$ cat src/rtl/letc_core_stage_ctrl.sv
// Per-stage output register plus a one-outstanding request/response sequencer for a
// multicycle side unit; produces the stage ready bit consumed by the hazard unit.
module letc_core_stage_ctrl #(
    parameter int PAYLOAD_W = 64
) (
    input  logic                 i_clk,
    input  logic                 i_rst_n,
    input  logic                 i_stall,
    input  logic                 i_flush,
    output logic                 o_ready,
    input  logic                 i_valid,
    input  logic                 i_needs_req,
    input  logic [PAYLOAD_W-1:0] i_payload,
    output logic                 o_req_valid,
    input  logic                 i_req_ready,
    input  logic                 i_rsp_valid,
    input  logic [31:0]          i_rsp_data,
    output logic                 o_valid,
    output logic [PAYLOAD_W-1:0] o_payload,
    output logic [31:0]          o_rsp_data
);

    // state | meaning
    // IDLE  | no side-unit transaction in progress
    // REQ   | request presented, waiting for accept
    // WAIT  | request accepted, waiting for response
    // DONE  | response held, waiting for the output load
    // DRAIN | response pending for a flushed instruction, will be dropped
    typedef enum logic [2:0] {
        S_IDLE  = 3'd0,
        S_REQ   = 3'd1,
        S_WAIT  = 3'd2,
        S_DONE  = 3'd3,
        S_DRAIN = 3'd4
    } state_t;

    state_t      state;
    state_t      state_nxt;
    logic [31:0] rsp_held;

    // A no-request instruction queues behind DRAIN so responses stay in order.
    assign o_ready = ~i_valid
                   | (~i_needs_req & (state != S_DRAIN))
                   | (state == S_DONE);

    always_comb begin
        state_nxt = state;
        case (state)
            S_IDLE: begin
                if (i_valid & i_needs_req & ~i_flush)
                    state_nxt = S_REQ;
            end
            S_REQ: begin
                if (i_flush)
                    state_nxt = i_req_ready ? S_DRAIN : S_IDLE;
                else if (i_req_ready)
                    state_nxt = S_WAIT;
            end
            S_WAIT: begin
                if (i_flush)
                    state_nxt = i_rsp_valid ? S_IDLE : S_DRAIN;
                else if (i_rsp_valid)
                    state_nxt = S_DONE;
            end
            S_DONE: begin
                if (i_flush | ~i_stall)
                    state_nxt = S_IDLE;
            end
            S_DRAIN: begin
                if (i_rsp_valid)
                    state_nxt = S_IDLE;
            end
            default: state_nxt = S_IDLE;
        endcase
    end

    always_ff @(posedge i_clk) begin
        if (!i_rst_n) begin
            state       <= S_IDLE;
            o_req_valid <= 1'b0;
            rsp_held    <= '0;
            o_valid     <= 1'b0;
            o_payload   <= '0;
            o_rsp_data  <= '0;
        end else begin
            state       <= state_nxt;
            o_req_valid <= (state_nxt == S_REQ);
            if ((state == S_WAIT) && i_rsp_valid && !i_flush)
                rsp_held <= i_rsp_data;
            // Flush bubbles the output; stall freezes every output flop.
            if (i_flush) begin
                o_valid <= 1'b0;
            end else if (!i_stall) begin
                o_valid   <= i_valid & o_ready;
                o_payload <= i_payload;
                if (state == S_DONE)
                    o_rsp_data <= rsp_held;
            end
        end
    end

endmodule

$ cat config.mk
export PLATFORM = sky130hd
export DESIGN_NAME = letc_core_stage_ctrl
export DESIGN_NICKNAME = d
export VERILOG_FILES = /design/src/rtl/letc_core_stage_ctrl.sv
export SDC_FILE = /design/constraint.sdc
export NUM_CORES = 1
export LEC_CHECK = 0
export ABC_AREA = 1
export CORE_MARGIN = 1
export CORE_UTILIZATION = 40
export DETAILED_ROUTE_END_ITERATION = 8
export PLACE_DENSITY_LB_ADDON = 0.12
export SLEW_MARGIN = 20
export SYNTH_ARGS = -nofsm -noshare
export SYNTH_HDL_FRONTEND = slang
export SYNTH_SLANG_ARGS = --single-unit
$ cat constraint.sdc
create_clock -name i_clk -period 1.2 [get_ports i_clk]
set_input_delay 0.24 -clock i_clk [delete_from_list [all_inputs] [get_ports i_clk]]
set_output_delay 0.24 -clock i_clk [all_outputs]
set_load 0.05 [all_outputs]
After elaboration in Yosys (flattened, before gate mapping)
Cells that the tools add are included.
{"block": "totals", "ff_bits": 133, "elab_cells": 41, "ramBits": 0, "n_memories": 0, "mem_bits_ro": 0, "latchBits": 0, "inputBits": 104, "out_inout_bits": 99}
{"block": "op_classes", "n_mul": 0, "shifts": 0, "n_div": 0, "n_reduce_logical": 7, "mux": 10, "n_bitwise": 12, "magnitude_cmp": 0, "n_eq_ne": 6, "addsub": 0}
{"cell": "two-way mux 3 bit", "count": 9}
{"cell": "one-hot mux 3 bit (5 select lines)", "count": 1}
{"cell": "equality test 3 x 1 -> 1 bit, second input constant", "count": 2}
{"cell": "equality test 3 x 2 -> 1 bit, second input constant", "count": 2}
{"cell": "inverter 1 bit", "count": 5}
{"cell": "AND 1 bit", "count": 4}
{"cell": "equality test 3 bit, second input constant", "count": 1}
{"cell": "zero test 3 bit", "count": 1}
{"cell": "inequality test 3 bit, second input constant", "count": 1}
{"cell": "OR 1 bit", "count": 3}
{"cell": "AND reduction 3 bit", "count": 1}
{"cell": "logical AND 1 bit", "count": 2}
{"cell": "AND reduction 2 bit", "count": 1}
{"cell": "OR reduction 2 bit", "count": 1}
{"cell": "zero test 1 bit", "count": 1}

Logic depth before layout (Yosys ltp)
Gate-level depths: netlist of run 1.
{"block": "logic_depth", "ltp_word": 5, "ltp_mapped": 8, "mapped_depth_nobuf": 7}

Worst setup path before layout of run 1
Ideal clock, no wire load.
{"block": "synth_path", "kind": "register to register", "from": "register state[0]", "to": "register o_valid", "period_less_slack_ns": 1.268, "n_path_buf": 0, "t_arrival_ns": 1.198, "setup_ns": 0.070, "required_time_ns": 1.130, "stages_incl_launch_ff": 7, "setup_slack_ns": -0.068, "path_cell_list": "dfxtp_1 nand2_1 nor2_2 nor2_1 nand2_1 nand2_1 a21oi_1"}
{"block": "synth_between", "elab_chain_cells": 5, "word_cells_on_any_way": 6, "cone_classes": "eq/ne: 2; bitwise: 4"}
{"element": "start: declaration", "line_no": "37", "rtl": "state_t state;"}
{"element": "start signal: assignment", "line_no": "86", "rtl": "state <= state_nxt;"}
{"element": "inequality test 3 bit", "line_no": "43", "rtl": "| (~i_needs_req & (state != S_DRAIN))"}
{"element": "AND 1 bit", "line_no": "43"}
{"element": "OR 1 bit", "line_no": "43"}
{"element": "OR 1 bit (*)", "line_no": "44", "rtl": "| (state == S_DONE);"}
{"element": "named net o_ready", "line_no": "10", "rtl": "output logic o_ready,"}
{"element": "AND 1 bit (*)", "line_no": "94", "rtl": "o_valid <= i_valid & o_ready;"}
{"element": "end signal: assignment", "line_no": "94"}
{"element": "end: declaration", "line_no": "18", "rtl": "output logic o_valid,"}
The timed path passes the listed nets; every way through them passes the cells marked *.
A chain may end at the register's enable or synchronous reset.

Worst setup path in the final report of run 1
{"block": "layout_path", "from": "register state[1]", "to": "output o_ready"}
{"block": "layout_between", "elab_chain_cells": 4, "word_cells_on_any_way": 5, "cone_classes": "eq/ne: 2; bitwise: 3"}
{"element": "inequality test 3 bit", "line_no": "43"}
{"element": "AND 1 bit", "line_no": "43"}
{"element": "OR 1 bit", "line_no": "43"}
{"element": "OR 1 bit (*)", "line_no": "44"}
{"element": "end: declaration", "line_no": "10"}
Mark *: on every way between the ends. The rest lies on a longest branch, timed or not.

==> results.txt, run 1 <==
----------------------------------------------------
[Die]
  DIE WIDTH ... 110 um
  Die area ... 0.0122 mm2
  Number of I/O pins ... 203
  Core Footprint ... 0.0114 mm2
  Overall die height ... 110 um
  Initial Utilization ... 41.1%
  Placement row count ... 39

[Setup path]
  Top cell family by delay on the critical path ... flip-flops
  Kind of start point of the critical path ... register
  Highest net fanout along the worst path ... 3
  Setup slack on the worst flop-to-flop path ... -250 ps
  Instance count on the critical path ... 5
  Kind of end point of the critical path ... output port
  Cell-by-cell trace of the critical path ... nor2_4 -> nand2_2 -> nand2_2 -> nand2_2 -> buf_8
  Data arrival time of the critical path ... 1210 ps
  Most frequent cell on the critical path ... sky130_fd_sc_hd__nand2_2
  Critical setup path kind ... reg -> out
  Worst reg2reg startpoint ... state[1]
  Data required time of the worst path ... 960 ps
  Slowest stage delay, CP ... 360 ps
  Number of cells on the worst reg-to-reg path ... 9
  CP Buf/Inv Count ... 1
  End of the worst register-to-register path ... o_rsp_data[4]
  CP max-delay cell ... sky130_fd_sc_hd__dfxtp_4

[Pwr]
  Proportion of power drawn by combinational gates ... 16.6%
  P_leak ... 0.00410 uW
  Clock network fraction of design power ... 46.0%
  Proportion of total power due to net switching ... 25.2%
  Power per standard cell area ... 1270 mW/mm2
  Total internal power ... 9420 uW
  Seq pwr share ... 37.5%
  PnR Total Power ... 12600 uW
  Worst vdd ir ... 0.895 mV
  P_sw ... 3180 uW

[Routing]
  Final routed DRC violation total ... 0
  Number of DRC markers in iteration 0 ... 373
  Mean number of vias per cell ... 5.35
  Detailed-route wire length per cell ... 19.5 um
  Wire length reported by the detailed router ... 19500 um
  Via count ... 5349
  DR pass1 iterations ... 5
  Detail Route Antenna Nets ... 0

[Placement]
  PortBufs ... 202
  Placed Area ... 0.00793 mm2
  HPWL after detailed placement ... 9570 um
  Weighted congestion at the end of routability-driven global placement ... 1.00

[Hold path]
  Hold Crit Start ... i_rst_n
  End point of the worst hold path ... o_payload[3]
  Type of the tightest min-delay check ... in -> reg
  Hold path depth ... 3

[Clocking]
  Worst skew pair latency ... 410 ps
  H-tree levels ... 4
  CTS clk-pin slew, worst paths ... 60 ps
  Number of clock sinks ... 133
  Clock tree from TritonCTS ... yes
  CTS Root Cell ... sky130_fd_sc_hd__clkbuf_16
  Max clock buf depth ... 2
  Num CTS Buffers ... 17
  Hold-fix buffers, CTS ... 0

[Flow run]
  Number of max-capacitance violations reported ... 0

[Cells and area]
  Ratio of cells with drive above 1 in the final layout ... 48.0%
  Synthesis-to-finish area growth ... 112%
  Post-layout util ... 87.1%
  Final Net Count ... 949
  Antenna diode instance count ... 0
  Post-route cell area ... 0.00995 mm2

[Yosys]
  Synthesized instance count ... 609
  Synthesized area ... 0.00470 mm2
  Yosys warning total ... 0
  Synthesized area divided by synthesized cell count ... 7.71 um2
  Count of distinct cell types in the synthesized netlist ... 19
  Yosys reg bits ... 133
  Proportion of synthesized chip area in sequential cells ... 56.7%
  Net Count, Synth ... 713

[Global routing]
  Remaining global-route overflow ... 0
  Number of global-route vias before repair ... 5269
  Global-route total usage across every layer ... 29.2%
  Largest net degree at the start of global routing ... 55
  First-pass GRT wire length ... 26600 um
  Antenna violations before repair ... 0

[Run status]
  Failing checks ... negative setup slack
  Run status ... finished with violations

[Timing]
  Unrepaired setup endpoints after global routing ... true
  Max-Slew Margin vs Limit ... 76.4%
  Final critical path time including I/O delays and setup ... 1450 ps
  Tcrit/Tclk final ... 121%
  Total of endpoints with negative setup slack in the final report ... 68
  Worst slew pin tran ... 355 ps
  Hold violation count in the final report ... 0
  Worst Setup Slack, final ... -252 ps
  Final Slew Violations ... 0
  Clock tree skew after final layout ... 15.0 ps
  Achievable Freq ... 689 MHz
  Final hold slack ... 243 ps

----------------------------------------------------
==> power by group through the flow <==
stage                     Sequential [uW]  Clock, uW  Combinational (uW)
after CTS                            4720       5780                1980
after detailed placement             4820          0                1880
after floorplan                      5230          0                 314
after global routing                 4730       6030                2180
after global placement               4810          0                1870
final                                4720       5790                2090
==> state kept, by name, summed over array words and instances (netlist names) <==
signal       count
o_rsp_data      32
rsp_held        32
state            3
o_req_valid      1
o_payload       64
o_valid          1
==> routing by layer <==
layer	part of all wire, %	GRT usage (%)	up-vias	routed length (um)
met3	8.7	10.8	73	1690
met1	35	31.1	2530	6880
met5	0	0	-	0
met4	4.2	12.9	0	825
met2	52	51.5	315	10100
li1	-	-	2431	-
==> worst reg2reg max path: cells and delay by family, from the launching register on <==
family        cells  cell delay [ps]
flops             1              380
simple gates      5              480
buf+inv           4              510
==> worst max-delay path by stage <==
| stage | from | end | slack (ps) |
|---|---|---|---|
| 2_1_floorplan | state[0] | o_rsp_data[10] | 60 |
| 3_3_place_gp | i_stall | o_payload[18] | -440 |
| 3_5_place_dp | i_rsp_valid | rsp_held[9] | -530 |
| 4_1_cts | state[0] | o_ready | -280 |
| 5_1_grt | state[1] | o_rsp_data[5] | -320 |
| 6_report | state[1] | o_ready | -250 |
==> per-stage QoR <==
stage          worst slack [ps]  TNS [ps]  cells
4_1_cts                    -281    -11380    996
3_3_place_gp               -435    -49950    940
5_1_grt                    -325    -14620   1000
2_1_floorplan              64.0         0    609
6_report                   -252    -11230   1000
3_5_place_dp               -526    -53870    940
==> cell families after synthesis <==
group / after synthesis / share of synthesized area (%)
AND/OR/NAND/NOR: 291 / 23.8
buffers and inverters: 52 / 5.27
flip-flops: 133 / 56.7
AO/OA/AOI/OAI: 133 / 14.2
==> cells in the mapped netlist <==
cell,number,area share [%]
sky130_fd_sc_hd__nor2_1,266,21
sky130_fd_sc_hd__dfxtp_1,133,57
sky130_fd_sc_hd__o21ai_0,129,14
sky130_fd_sc_hd__clkbuf_1,19,1.5
sky130_fd_sc_hd__nand2_1,13,1.0
sky130_fd_sc_hd__buf_2,11,1.2
sky130_fd_sc_hd__inv_1,8,0.64
sky130_fd_sc_hd__nand3_1,5,0.53
sky130_fd_sc_hd__inv_2,4,0.32
sky130_fd_sc_hd__a21oi_1,3,0.32
sky130_fd_sc_hd__buf_4,3,0.48
sky130_fd_sc_hd__buf_6,3,0.72
sky130_fd_sc_hd__clkbuf_2,3,0.32
sky130_fd_sc_hd__nand2_2,2,0.27
sky130_fd_sc_hd__nand3b_1,2,0.32
sky130_fd_sc_hd__nor2_2,2,0.27
sky130_fd_sc_hd__clkinv_2,1,0.11
sky130_fd_sc_hd__nand4_1,1,0.13
sky130_fd_sc_hd__o21bai_1,1,0.16
==> final cells by class <==
| type | count | area, um2 |
|---|---|---|
| inverter | 13 | 80.1 |
| timing repair buffer | 253 | 3710 |
| timing repair inverter | 3 | 48.8 |
| tap | 143 | 179 |
| clock buffer | 20 | 457 |
| clock inverter | 11 | 199 |
| sequential | 133 | 2820 |
| multi-input combinational | 424 | 2450 |
| fill | 539 | 1470 |
==> repair_timing <==
action / 4_1_cts / 5_1_grt
gates resized for setup: 232 / 159
buffers inserted: 13 / 8
cloned: 12 / 3
setup endpoints to repair: 126 / 188
pin swaps: 32 / 30
endpoints found under the hold margin: 0 / 0
==> layout by cell type (no fill, tap or decap), types with 3 or more instances in the layout <==
master and n:
sky130_fd_sc_hd__buf_12 111, sky130_fd_sc_hd__buf_16 4, sky130_fd_sc_hd__buf_4 25, sky130_fd_sc_hd__buf_6 5, sky130_fd_sc_hd__bufinv_16 5, sky130_fd_sc_hd__clkbuf_16 20, sky130_fd_sc_hd__clkdlybuf4s50_1 100, sky130_fd_sc_hd__clkinvlp_4 3
sky130_fd_sc_hd__dfxtp_1 39, sky130_fd_sc_hd__dfxtp_2 77, sky130_fd_sc_hd__dfxtp_4 17, sky130_fd_sc_hd__inv_1 8, sky130_fd_sc_hd__inv_12 3, sky130_fd_sc_hd__nand2_1 7, sky130_fd_sc_hd__nand2_2 3, sky130_fd_sc_hd__nand2_4 4
sky130_fd_sc_hd__nand3_1 5, sky130_fd_sc_hd__nor2_1 207, sky130_fd_sc_hd__nor2_2 23, sky130_fd_sc_hd__nor2_4 38, sky130_fd_sc_hd__o21ai_0 64, sky130_fd_sc_hd__o21ai_1 7, sky130_fd_sc_hd__o21ai_2 51, sky130_fd_sc_hd__o21ai_4 7
Note: power is estimated with default switching activity, not from simulation.
==> run 2: changes to the inputs <==
- PLACE_DENSITY_LB_ADDON: 0.12 -> 0.08
==> run 2 against run 1 <==
Die area unchanged; count of clock-buffer cells in the layout rose by 6; first-iteration DRC count grew 0.27%; total power fell by 8.4%; clock skew shrank 10 ps; critical endpoint unchanged; combinational power about the same; the run still ends with negative setup slack left; largest power group unchanged.
==> results.txt, run 2 (synthesis results as in run 1) <==
----------------------------------------------------
[Die]
  Core Footprint ... 0.0114 mm2 (unchanged)
  Die area ... 0.0122 mm2 (unchanged)
  DIE WIDTH ... 110 um (unchanged)
  Overall die height ... 110 um (unchanged)
  Placement row count ... 39 (unchanged)
  Number of I/O pins ... 203 (unchanged)
  Initial Utilization ... 41.1% (unchanged)

[Setup path]
  Data arrival time of the critical path ... 1300 ps (+90 ps)
  Slowest stage delay, CP ... 360 ps (about the same)
  Critical setup path kind ... reg -> out
  Data required time of the worst path ... 960 ps (about the same)
  Cell-by-cell trace of the critical path ... nor2_4 -> nand2_1 -> nand2_1 -> nand2_2 -> buf_8
  Kind of start point of the critical path ... register
  CP max-delay cell ... sky130_fd_sc_hd__dfxtp_4
  Top cell family by delay on the critical path ... simple AND/OR/NAND/NOR gates
  Kind of end point of the critical path ... output port
  Highest net fanout along the worst path ... 3 (unchanged)
  Most frequent cell on the critical path ... sky130_fd_sc_hd__nand2_1
  CP Buf/Inv Count ... 1 (unchanged)

[Routing]
  DR pass1 iterations ... 5 (unchanged)
  Detailed-route wire length per cell ... 19.9 um (+2.3%)
  Detail Route Antenna Nets ... 0 (unchanged)
  Via count ... 5305 (-0.82%)
  Final routed DRC violation total ... 0 (unchanged)
  Mean number of vias per cell ... 5.36 (+0.18%)
  Wire length reported by the detailed router ... 19700 um (+1.3%)
  Number of DRC markers in iteration 0 ... 374 (+0.27%)

[Clocking]
  Num CTS Buffers ... 17 (unchanged)
  Worst skew pair latency ... 420 ps (about the same)
  Clock tree from TritonCTS ... yes
  H-tree levels ... 4 (unchanged)
  CTS clk-pin slew, worst paths ... 50 ps (about the same)
  Number of clock sinks ... 133 (unchanged)
  Hold-fix buffers, CTS ... 0 (unchanged)
  Max clock buf depth ... 2 (unchanged)
  CTS Root Cell ... sky130_fd_sc_hd__clkbuf_16

[Timing]
  Total of endpoints with negative setup slack in the final report ... 65 (-4.4%)
  Post-Route Setup TNS ... -8740 ps (+2490 ps)
  Unrepaired setup endpoints after global routing ... true
  Worst Setup Slack, final ... -339 ps (-86.8 ps)
  Worst slew pin tran ... 565 ps (+211 ps)
  Final Slew Violations ... 0 (unchanged)
  Final critical path time including I/O delays and setup ... 1540 ps (+86.8 ps)
  Max-Slew Margin vs Limit ... 62.3% (-14 points)
  Final hold slack ... 113 ps (-131 ps)
  Clock tree skew after final layout ... 4.65 ps (-10.3 ps)
  Achievable Freq ... 650 MHz (-5.6%)
  Tcrit/Tclk final ... 128% (+7.2 points)
  Hold violation count in the final report ... 0 (unchanged)

[Placement]
  Weighted congestion at the end of routability-driven global placement ... 0.845 (-16%)
  Number of placed cells counting well taps ... 938 (-0.21%)
  Pre-CTS worst setup slack ... -519 ps (+7.30 ps)
  HPWL after detailed placement ... 9800 um (+2.4%)
  PortBufs ... 202 (unchanged)

[Run status]
  Failing checks ... negative setup slack
  Run status ... finished with violations

[Global routing]
  Antenna violations before repair ... 0 (unchanged)
  First-pass GRT wire length ... 26100 um (-1.7%)
  Number of global-route vias before repair ... 5316 (+0.89%)
  Global-route total usage across every layer ... 28.9% (-0.37 points)
  Remaining global-route overflow ... 0 (unchanged)
  Largest net degree at the start of global routing ... 74 (+35%)

[Cells and area]
  Ratio of cells with drive above 1 in the final layout ... 47.6% (-0.38 points)
  Most common library cell in the layout ignoring fill and taps ... sky130_fd_sc_hd__nor2_1
  Reg with most FFs ... o_payload
  Largest regs ... o_payload (64), o_rsp_data (32), rsp_held (32)
  Synthesis-to-finish area growth ... 111%
  Final Net Count ... 940 (-0.95%)
  Non-Filler Instances ... 990 (-1.0%)
  Leading cell types in the layout, fill and taps excluded ... sky130_fd_sc_hd__nor2_1, sky130_fd_sc_hd__buf_12, sky130_fd_sc_hd__clkdlybuf4s50_1, sky130_fd_sc_hd__dfxtp_2, sky130_fd_sc_hd__o21ai_0
  Antenna diode instance count ... 0 (unchanged)
  Flip-flop count of the largest register after layout ... 64 (unchanged)

[Pwr]
  P_leak ... 0.00402 uW (-2.0%)
  Power per standard cell area ... 1170 mW/mm2 (-8.0%)
  Worst vdd ir ... 1.29 mV (+45%)
  PnR Total Power ... 11500 uW (-8.4%)

[Hold path]
  Type of the tightest min-delay check ... in -> reg

[Flow run]
  Number of max-capacitance violations reported ... 0 (unchanged)

----------------------------------------------------
## run 2: cell types whose count changed in the layout (fill, tap and decap cells not counted), moves of 4 or more
cell                        delta
sky130_fd_sc_hd__dfxtp_2      -12
sky130_fd_sc_hd__clkbuf_8      +4
sky130_fd_sc_hd__buf_16        +6
sky130_fd_sc_hd__o21ai_2       -8
sky130_fd_sc_hd__o21ai_4      +12
sky130_fd_sc_hd__buf_12        -6
sky130_fd_sc_hd__dfxtp_4      +14
sky130_fd_sc_hd__buf_4         -4
sky130_fd_sc_hd__o21ai_1       -4
sky130_fd_sc_hd__clkinv_2      +4
sky130_fd_sc_hd__bufinv_16     -5
## run 2: repair_timing
action,CTS,global route
setup endpoints to repair,84,203
setup buffers,11,2
pin swaps,17,45
gates resized for setup,239,181
gates cloned,11,0
endpoints found under the hold margin,0,0
## run 2: layout make-up
class | instances | area, um2
Clock inverter | 4 | 20.0
Sequential cell | 133 | 2860
Fill cell | 525 | 1520
Timing Repair inverter | 2 | 32.5
Inverter | 13 | 73.8
Multi-Input combinational cell | 424 | 2570
Clock buffer | 26 | 519
Tap cell | 143 | 179
Timing Repair Buffer | 245 | 3640
## run 2: power by group
part	total (uW)	switching, uW	internal [uW]
clock network	4760	1830	2930
logic	2090	1030	1060
registers	4690	159	4530
total	11500	3020	8520
## run 2: worst paths after layout
kind	start	endpoint	slack (ps)	depth (start not counted)
setup reg to reg	state[0]	o_rsp_data[19]	-230	8
setup / recovery	state[1]	o_ready	-340	5
hold / removal	i_rst_n	state[1]	110	3
hold reg to reg	o_rsp_data[20]	o_rsp_data[20]	500	2
## run 2: worst reg2reg max path, stage by stage, from the launching register on
cell and delay (ps):
sky130_fd_sc_hd__dfxtp_4 380, sky130_fd_sc_hd__nand2_4 60, sky130_fd_sc_hd__nor2_4 120, sky130_fd_sc_hd__buf_6 130
sky130_fd_sc_hd__nand2_8 110, sky130_fd_sc_hd__clkinv_8 120, sky130_fd_sc_hd__buf_12 170, sky130_fd_sc_hd__nor2_4 50
sky130_fd_sc_hd__nor2_2 190
## run 2: metal layers
metal / global-route usage, % / share of wire (%) / vias up
met1: 28.5 / 33 / 2500
met2: 49.9 / 53 / 323
li1: - / - / 2400
met3: 12.9 / 10 / 82
met5: 0 / 0 / -
met4: 16.8 / 3.9 / 0
## run 2: stage by stage
| stage | util, % | instance area, um2 |
|---|---|---|
| floorplan | - | 4700 |
| global placement | 69.6 | 7940 |
| detailed placement | 69.6 | 7940 |
| CTS | 82.1 | 9370 |
| global route | 86.7 | 9900 |
| finish | 86.7 | 9900 |
